===== src/rtl/pipeline_hazard_ctrl_if.sv =====
// Signal bundle between the pipeline datapath and the hazard controller.
// The datapath (master) supplies hazard sources; the controller (slave) returns stage enables.
interface pipeline_hazard_ctrl_if;
  logic [2:0] id_rs;
  logic [2:0] id_rt;
  logic       id_uses_rs;
  logic       id_uses_rt;
  logic       ex_mem_read;
  logic       ex_reg_write;
  logic [2:0] ex_rd;
  logic       mem_branch_taken;
  logic       ext_hold;
  logic       pc_write;
  logic       ifid_write;
  logic       ifid_flush;
  logic       idex_bubble;
  logic       exmem_flush;
  logic [1:0] ctrl_state;

  // Controls are level enables sampled by the pipeline registers on every rising clk edge;
  // there is no valid/ready exchange, a 0 on a write enable simply holds that register.
  modport master (
    output id_rs, id_rt, id_uses_rs, id_uses_rt, ex_mem_read, ex_reg_write, ex_rd,
           mem_branch_taken, ext_hold,
    input  pc_write, ifid_write, ifid_flush, idex_bubble, exmem_flush, ctrl_state
  );

  modport slave (
    input  id_rs, id_rt, id_uses_rs, id_uses_rt, ex_mem_read, ex_reg_write, ex_rd,
           mem_branch_taken, ext_hold,
    output pc_write, ifid_write, ifid_flush, idex_bubble, exmem_flush, ctrl_state
  );
endinterface


===== src/rtl/pipeline_hazard_ctrl.sv =====
// Stall/flush sequencer for the 5-stage pipeline: load-use bubbles, branch flushes, memory holds.
// Optional saturating performance counters are enabled with the HAZARD_PERF_CNT_EN macro.
module pipeline_hazard_ctrl #(
  parameter int FLUSH_CYCLES = 1,
  parameter bit R0_ZERO      = 1'b1
) (
  input  logic clk,
  input  logic rst,
  pipeline_hazard_ctrl_if.slave hz
`ifdef HAZARD_PERF_CNT_EN
  ,
  output logic [15:0] stall_cnt,
  output logic [15:0] flush_cnt,
  output logic [15:0] hold_cnt
`endif
);

  typedef enum logic [1:0] {
    RUN    = 2'd0,
    LSTALL = 2'd1,
    FLUSH  = 2'd2,
    HOLD   = 2'd3
  } ctrl_state_e;

  localparam logic [2:0] FLUSH_RELOAD = 3'(FLUSH_CYCLES - 1);

  ctrl_state_e state_q, state_d;
  logic [2:0]  cnt_q, cnt_d;
  logic        lu;
  logic        lu_stall;
  logic        br_take;
  logic        pc_write, ifid_write, ifid_flush, idex_bubble, exmem_flush;

  always_comb begin
    lu = hz.ex_mem_read && hz.ex_reg_write &&
         ((hz.id_uses_rs && (hz.id_rs == hz.ex_rd)) ||
          (hz.id_uses_rt && (hz.id_rt == hz.ex_rd))) &&
         (!R0_ZERO || (hz.ex_rd != 3'd0));
  end

  // Priority chain: reset, branch, in-progress flush, hold, load-use.
  always_comb begin
    state_d     = state_q;
    cnt_d       = cnt_q;
    pc_write    = 1'b1;
    ifid_write  = 1'b1;
    ifid_flush  = 1'b0;
    idex_bubble = 1'b0;
    exmem_flush = 1'b0;
    lu_stall    = 1'b0;
    br_take     = 1'b0;
    if (rst) begin
      pc_write    = 1'b0;
      ifid_write  = 1'b0;
      ifid_flush  = 1'b1;
      idex_bubble = 1'b1;
      exmem_flush = 1'b1;
      state_d     = RUN;
      cnt_d       = 3'd0;
    end else if (hz.mem_branch_taken) begin
      br_take     = 1'b1;
      ifid_flush  = 1'b1;
      idex_bubble = 1'b1;
      exmem_flush = 1'b1;
      if (FLUSH_CYCLES > 1) begin
        state_d = FLUSH;
        cnt_d   = FLUSH_RELOAD;
      end else begin
        state_d = RUN;
        cnt_d   = 3'd0;
      end
    end else if (state_q == FLUSH) begin
      // Younger stages keep getting squashed; EX/MEM already holds valid post-branch work.
      ifid_flush  = 1'b1;
      idex_bubble = 1'b1;
      if (cnt_q <= 3'd1) begin
        state_d = RUN;
        cnt_d   = 3'd0;
      end else begin
        cnt_d = 3'(cnt_q - 3'd1);
      end
    end else if (hz.ext_hold) begin
      pc_write    = 1'b0;
      ifid_write  = 1'b0;
      idex_bubble = 1'b1;
      state_d     = HOLD;
    end else if (lu && (state_q != LSTALL)) begin
      pc_write    = 1'b0;
      ifid_write  = 1'b0;
      idex_bubble = 1'b1;
      lu_stall    = 1'b1;
      state_d     = LSTALL;
    end else begin
      state_d = RUN;
    end
  end

  always_ff @(posedge clk) begin
    if (rst) begin
      state_q <= RUN;
      cnt_q   <= 3'd0;
    end else begin
      state_q <= state_d;
      cnt_q   <= cnt_d;
    end
  end

  assign hz.pc_write    = pc_write;
  assign hz.ifid_write  = ifid_write;
  assign hz.ifid_flush  = ifid_flush;
  assign hz.idex_bubble = idex_bubble;
  assign hz.exmem_flush = exmem_flush;
  assign hz.ctrl_state  = state_q;

`ifdef HAZARD_PERF_CNT_EN
  logic [15:0] stall_cnt_q, stall_cnt_d;
  logic [15:0] flush_cnt_q, flush_cnt_d;
  logic [15:0] hold_cnt_q, hold_cnt_d;

  always_comb begin
    stall_cnt_d = stall_cnt_q;
    flush_cnt_d = flush_cnt_q;
    hold_cnt_d  = hold_cnt_q;
    if (lu_stall && (stall_cnt_q != 16'hFFFF)) stall_cnt_d = stall_cnt_q + 16'd1;
    if (br_take && (flush_cnt_q != 16'hFFFF)) flush_cnt_d = flush_cnt_q + 16'd1;
    if ((state_q == HOLD) && (hold_cnt_q != 16'hFFFF)) hold_cnt_d = hold_cnt_q + 16'd1;
  end

  always_ff @(posedge clk) begin
    if (rst) begin
      stall_cnt_q <= 16'd0;
      flush_cnt_q <= 16'd0;
      hold_cnt_q  <= 16'd0;
    end else begin
      stall_cnt_q <= stall_cnt_d;
      flush_cnt_q <= flush_cnt_d;
      hold_cnt_q  <= hold_cnt_d;
    end
  end

  assign stall_cnt = stall_cnt_q;
  assign flush_cnt = flush_cnt_q;
  assign hold_cnt  = hold_cnt_q;
`else
  logic unused_perf;
  assign unused_perf = lu_stall ^ br_take;
`endif

endmodule


===== src/flat_wrapper.sv =====
// flat-port wrapper written by rule: the top's interface ports become plain ports
module pipeline_hazard_ctrl_flat 
#(
  parameter int FLUSH_CYCLES = 1,
  parameter bit R0_ZERO      = 1'b1
)
  (clk, rst, hz_id_rs, hz_id_rt, hz_id_uses_rs, hz_id_uses_rt, hz_ex_mem_read, hz_ex_reg_write, hz_ex_rd, hz_mem_branch_taken, hz_ext_hold, hz_pc_write, hz_ifid_write, hz_ifid_flush, hz_idex_bubble, hz_exmem_flush, hz_ctrl_state);
  pipeline_hazard_ctrl_if hz_i ();
  input  logic clk;
  input  logic rst;
  input wire logic [$bits(hz_i.id_rs)-1:0] hz_id_rs;
  input wire logic [$bits(hz_i.id_rt)-1:0] hz_id_rt;
  input wire logic [$bits(hz_i.id_uses_rs)-1:0] hz_id_uses_rs;
  input wire logic [$bits(hz_i.id_uses_rt)-1:0] hz_id_uses_rt;
  input wire logic [$bits(hz_i.ex_mem_read)-1:0] hz_ex_mem_read;
  input wire logic [$bits(hz_i.ex_reg_write)-1:0] hz_ex_reg_write;
  input wire logic [$bits(hz_i.ex_rd)-1:0] hz_ex_rd;
  input wire logic [$bits(hz_i.mem_branch_taken)-1:0] hz_mem_branch_taken;
  input wire logic [$bits(hz_i.ext_hold)-1:0] hz_ext_hold;
  output wire logic [$bits(hz_i.pc_write)-1:0] hz_pc_write;
  output wire logic [$bits(hz_i.ifid_write)-1:0] hz_ifid_write;
  output wire logic [$bits(hz_i.ifid_flush)-1:0] hz_ifid_flush;
  output wire logic [$bits(hz_i.idex_bubble)-1:0] hz_idex_bubble;
  output wire logic [$bits(hz_i.exmem_flush)-1:0] hz_exmem_flush;
  output wire logic [$bits(hz_i.ctrl_state)-1:0] hz_ctrl_state;
  assign hz_i.id_rs = hz_id_rs;
  assign hz_i.id_rt = hz_id_rt;
  assign hz_i.id_uses_rs = hz_id_uses_rs;
  assign hz_i.id_uses_rt = hz_id_uses_rt;
  assign hz_i.ex_mem_read = hz_ex_mem_read;
  assign hz_i.ex_reg_write = hz_ex_reg_write;
  assign hz_i.ex_rd = hz_ex_rd;
  assign hz_i.mem_branch_taken = hz_mem_branch_taken;
  assign hz_i.ext_hold = hz_ext_hold;
  assign hz_pc_write = hz_i.pc_write;
  assign hz_ifid_write = hz_i.ifid_write;
  assign hz_ifid_flush = hz_i.ifid_flush;
  assign hz_idex_bubble = hz_i.idex_bubble;
  assign hz_exmem_flush = hz_i.exmem_flush;
  assign hz_ctrl_state = hz_i.ctrl_state;
  pipeline_hazard_ctrl #(.FLUSH_CYCLES(FLUSH_CYCLES), .R0_ZERO(R0_ZERO)) u_core (.clk(clk), .rst(rst), .hz(hz_i));
endmodule

===== config.mk =====
export PLATFORM = sky130hd
export DESIGN_NAME = pipeline_hazard_ctrl_flat
export DESIGN_NICKNAME = d
export VERILOG_FILES = /design/src/rtl/pipeline_hazard_ctrl_if.sv /design/src/rtl/pipeline_hazard_ctrl.sv /design/src/flat_wrapper.sv
export SDC_FILE = /design/constraint.sdc
export NUM_CORES = 1
export LEC_CHECK = 0
export CAP_MARGIN = 20
export CORE_AREA = 3 3 40 42
export DETAILED_ROUTE_END_ITERATION = 8
export DIE_AREA = 0 0 43 45
export PLACE_DENSITY = 0.63
export SYNTH_ARGS = -nofsm -noshare
export SYNTH_HDL_FRONTEND = slang
export SYNTH_SLANG_ARGS = --single-unit

===== constraint.sdc =====
create_clock -name clk -period 3.16 [get_ports clk]
set_clock_uncertainty 0.1 [all_clocks]
set_input_delay 0.316 -clock clk [delete_from_list [all_inputs] [get_ports clk]]
set_output_delay 0.316 -clock clk [all_outputs]
set_load 0.005 [all_outputs]

==> metrics.txt <==
status=completed; largest family of logic cells by synthesized area=simple AND/OR/NAND/NOR gates; CTS tree=yes; asr flop ratio synth=0; Simple-Gate Fraction of Synth Area=0.2042; CP Launch Type=input port; placed insts=82; CP arrival=2070 ps; Adder-Cell Fraction of Synth Area=0.07042; reg2reg setup slack=1830 ps; # clock sinks=5; n_diodes=0; RSZ-0062 raised after global routing=false; period utilisation layout=0.7859; Post-CTS Setup Inserts=0; vias in the first global route=386; Worst slew margin=0.7854; CP endpoint=hz_idex_bubble; Avg Cell Area, Syn=7.896 sq um; worst setup path startpoint=hz_ex_rd[1]; Worst-Skew Late Latency=240 ps; WHS Path Cells=2; Die H=45 um; top sig layer=met3; vias per cell=4.384; Synth top cells by count=xnor2_1 (6), dfxtp_1 (5), inv_1 (5), nand2_1 (5), nand4_1 (3); full die area=0.001935 sq mm; Final ANT Viol Nets=0; top cell type's share of synthesized area=0.2817; Worst Slack Setup Final=676.5 ps; met2 wire length=471 um; post-detail-place hpwl=833 um; post-synthesis mux area share=0; final slew viol count=0; worst slew pin tran=318.5 ps; DP Worst Slack=672.8 ps; R2R cell count=5; Iteration-0 DRC Markers=7; CTS H-tree lvls=1; Max Cap Viol=0; area grow syn2layout=75.35%; Core Area=0.001285 sq mm; HP Class=flop to flop; worst vdd ir=0.0001679 V; Resize count post-CTS=0; I/O pin count=24; Fill cells=131; # nets final=91; GRT Total Usage=0.1176; Synth area leaders=dfxtp_1 (28%), xnor2_1 (15%), ha_1 (7.0%); most common cell in the synthesized netlist=xnor2_1; XOR/XNOR share of the synthesized area=0.1725; Fin Setup TNS=0 ps; Synthesized Nets=64; Post-Route WL=956 um; fin cells=86; Synth Instances=45; Clk Tree Root Cell=clkbuf_4; RR Startpoint=u_core.cnt_q[1]; hold buffers post-CTS=0; Synth Area in Compound Gates=0.1972; total vias in the final route=377; WL met1=448 um; final setup vio count=0; first-pass GRT wire length=1725 um; largest net degree at the start of global routing=6; area of the multi-input gates=229.0 sq um; met3 WL=37 um; YS warnings=0; sequential standard cell area=100.1 sq um; gr ovfl total=0; final hold violation count=0; area of the mapped netlist=355.3 sq um; DRC=0; sequential-to-total area share from yosys stat=0.2817; RR Endpoint=u_core.cnt_q[1]; initial antenna violation count=0; WHS=386.6 ps; CP Capture Type=output pin; WL per Instance=11.12 um; Netlist cell types=22; pwr/cell area=303.4 mW/mm^2; Clock Tree Buf Depth=2; Max FO, Critical Path=3; DR pass1 iterations=2; critical path required time=2740 ps; Synth Register Bits=5; Initial Util=0.2765; top_reg_cell synth=dfxtp_1; leak pwr=0.2200 nW; Final GP Congestion=0.7870; EDFF count, synth=0; Port Buf Inserts=23; cell taking the most area after synthesis=dfxtp_1; share of layout cells above drive strength 1=0.05634; Max Freq=402.7 MHz; die width=43 um; Worst-path clk slew=50 ps; Std-Cell Rows=13; number of buffers created by CTS=3; minimum clock period=2483 ps; Setup CP Type=input port to output pin
==> cell usage in the layout, fill, tap and decap left out <==
master and instances:
o32ai_1 1, nor3_1 2, nor2_1 2, dfxtp_1 5, nor4_1 1, inv_1 5
nor2b_1 1, xnor2_1 6, o21ai_0 1, nand2_1 5, nand3_1 1, a211o_1 1
xor2_1 1, a21oi_1 2, clkbuf_4 3, a21oi_2 1, o211ai_1 1, clkbuf_1 1
nand4_1 3, o21bai_1 1, o22ai_1 1, ha_1 2, clkdlybuf4s50_1 23, a211oi_1 1
==> worst min path at each step <==
stage                    start              end  slack (ps)
2_1_floorplan  u_core.cnt_q[0]  u_core.cnt_q[0]         350
3_3_place_gp   u_core.cnt_q[0]  u_core.cnt_q[0]         370
3_5_place_dp   u_core.cnt_q[0]  u_core.cnt_q[0]         380
4_1_cts        u_core.cnt_q[0]  u_core.cnt_q[0]         380
5_1_grt        u_core.cnt_q[0]  u_core.cnt_q[0]         390
6_report       u_core.cnt_q[0]  u_core.cnt_q[0]         390
==> stage by stage <==
step	total power, mW	utilization	area, sq um
finish	0.1890	0.4849	623.1
CTS	0.1928	0.4849	623.1
global route	0.2018	0.4849	623.1
detailed placement	0.1178	0.4645	596.8
global placement	0.1180	0.4645	596.8
floorplan	0.08491	-	355.3
==> power by group <==
part	total (mW)	leakage [nW]	switching (mW)	internal, mW
sequential	0.0653	0.0406	0.000869	0.0645
clock	0.0727	0.0150	0.0250	0.0477
combinational	0.0510	0.164	0.0170	0.0340
total	0.189	0.220	0.0429	0.146
==> state kept, by name (all words and copies together), names as in the netlist <==
register,flops
u_core.cnt_q,3
u_core.hz.ctrl_state,2
==> metal layers <==
layer / track usage / vias up
li1: - / 209
met1: 0.1525 / 160
met2: 0.1946 / 8
met3: 0.03984 / 0
met4: 0.01807 / 0
met5: 0 / -
==> cells by family after synthesis <==
logic type	count (synthesis)
compound gates	10
xor+xnor	7
fa+ha+maj	2
buf+inv	6
flops	5
simple gates	15
==> layout make-up <==
class                      count  area share
timing repair buffer          23      0.3695
multi-input combinational     34      0.3675
inverter                       5     0.03012
tap                           15     0.03012
clock buffer                   4     0.04217
sequential                     5      0.1606
==> worst max-delay path, stage by stage <==
cell,delay [ps]
clkdlybuf4s50_1,540
xnor2_1,130
nand4_1,130
a211o_1,340
nand4_1,100
clkdlybuf4s50_1,500
Note: power is estimated with default switching activity, not from simulation.
==> RTL change (config.mk and constraints unchanged) <==
`R0_ZERO` is set to 1'b1 in 2 places; all go to 1'b0.
--- a/src/rtl/pipeline_hazard_ctrl.sv
+++ b/src/rtl/pipeline_hazard_ctrl.sv
@@ -3,5 +3,5 @@
 module pipeline_hazard_ctrl #(
   parameter int FLUSH_CYCLES = 1,
-  parameter bit R0_ZERO      = 1'b1
+  parameter bit R0_ZERO      = 1'b0
 ) (
   input  logic clk,
--- a/src/flat_wrapper.sv
+++ b/src/flat_wrapper.sv
@@ -3,5 +3,5 @@
 #(
   parameter int FLUSH_CYCLES = 1,
-  parameter bit R0_ZERO      = 1'b1
+  parameter bit R0_ZERO      = 1'b0
 )
   (clk, rst, hz_id_rs, hz_id_rt, hz_id_uses_rs, hz_id_uses_rt, hz_ex_mem_read, hz_ex_reg_write, hz_ex_rd, hz_mem_branch_taken, hz_ext_hold, hz_pc_write, hz_ifid_write, hz_ifid_flush, hz_idex_bubble, hz_exmem_flush, hz_ctrl_state);
Function: changed (Yosys sat finds a counterexample within 4 cycles, from zero or initial values).
==> RTL change against the original RTL <==
Combinational power grew 1%; hold slack gained 0.0018 ns; area after synthesis grew 2.1%; wire length grew 4.6%; design area grew 1.2%; power grew 2.1%; critical endpoint unchanged; maximum frequency grew 0.89%; setup slack gained 0.022 ns; highest routed layer is now met4; first-iteration DRC count shrank 29%; sequential cell count is the same; register-to-register slack gained 0.14 ns; count of clock-buffer cells in the layout is the same.
==> RTL change: results (changes against the original RTL) <==
routedWlPerCell_um: 11.8  # +5.8%
synth_cells: 44  # -2.2%
grt_pass1_vias: 370  # -4.1%
dp_cells: 81  # -1.2%
ff2ff_setup_slack_ns: 1.97  # +0.14 ns
drive_above_1_share_pct: 11.4  # +5.8 points
synth.net_count: 63  # -1.6%
synth-seq-area-share_pct: 27.6  # -0.58 points
clk_pin_slew_ns: 0.04
fmax_mhz: 406  # +0.89%
grt_usage_pct: 11.2  # -0.53 points
vdd_drop_max_v: 0.000134  # -20%
drt_pass1_iterations: 4  # +2
synth_area_leaders: "dfxtp_1 (28%), xnor2_1 (14%), ha_1 (6.9%)"
critPathSlowestCell: "clkdlybuf4s50_1"
grt_pass1_wl_um: 1600  # -7.2%
viasPerCell: 4.56  # +4.1%
first_iter_violations: 5  # -2
worstPathArrival_ns: 2.05  # -0.02 ns
p_leak_nw: 0.221  # +0.23%
critPathTopFamily: "buffers and inverters"
worst_path_largest_cell_delay_ns: 0.51  # -0.03 ns
hpwl_um: 791  # -5.1%
synth_top_flop_cell: "dfxtp_1"
largest_reg_flops: 3  # unchanged
dpl-instance-area_sq_um: 604  # +1.3%
finalSetupViolCount: 0  # unchanged
timing.hold.ws_ns: 0.388  # +0.00179 ns
nNetsFinal: 90  # -1.1%
tightest_slew_ns: 0.269  # -0.0493 ns
synth_common_cells: "xnor2_1 (6), dfxtp_1 (5), nand2_1 (4)"
hold_class: "reg2reg"
cts_buffer_depth: 2  # unchanged
yosysUniqueCellTypes: 23  # +4.5%
gp_congestion: 0.715  # -9.2%
outcome: "finished, final reports clean"
pre_cts_ws_ns: 0.681  # +0.00859 ns
cts-root-buf: "clkbuf_4"
path_max_fanout: 2  # -1
wirelength_um: 1000  # +4.6%
==> RTL change: kinds of logic after synthesis <==
| group | Yosys count | share of synthesized area, % |
|---|---|---|
| and+or+nand+nor | 16 | 25.9 |
| AOI/OAI and AO/OA | 9 | 16.6 |
| xor gates and xnor gates | 7 | 16.9 |
| buffers and inverters | 5 | 6.21 |
| DFF | 5 | 27.6 |
| adders and majority gates | 2 | 6.90 |
==> RTL change: tightest hold or removal path, stage by stage, from the launching register on <==
cell and delay [ns]:
dfxtp_1 0.33, nand2_1 0.06, a21oi_1 0.05
==> RTL change: worst paths after layout <==
path                                     start                      endpoint  cells after the start
setup / recovery                   hz_ex_rd[0]                hz_idex_bubble                      6
hold / removal    u_core.cnt_q[0]$_SDFFE_PP0P_  u_core.cnt_q[0]$_SDFFE_PP0P_                      2
setup reg to reg  u_core.cnt_q[1]$_SDFFE_PP0P_  u_core.cnt_q[1]$_SDFFE_PP0P_                      5
hold reg to reg   u_core.cnt_q[0]$_SDFFE_PP0P_  u_core.cnt_q[0]$_SDFFE_PP0P_                      2
==> RTL change: per-layer routing <==
layer  up-vias  track usage [%]  routed length (um)
met3         4             2.79                  33
met4         0             7.23                  23
met5         -                0                   0
met2        14             16.8                 446
li1        208                -                   -
met1       162             14.4                 497
==> RTL change: area by class of cell <==
class	instances	area (sq um)
clock buffer	4	26.3
fill	140	654
multi-input combinational	34	240
inverter	4	15.0
sequential	5	100
timing repair buffer	23	230
tap	15	18.8
==> RTL change: power breakdown <==
part           internal, W  total [W]  switching, W
logic            0.0000348  0.0000515     0.0000167
clock network    0.0000478  0.0000757     0.0000278
registers        0.0000644  0.0000658    0.00000134
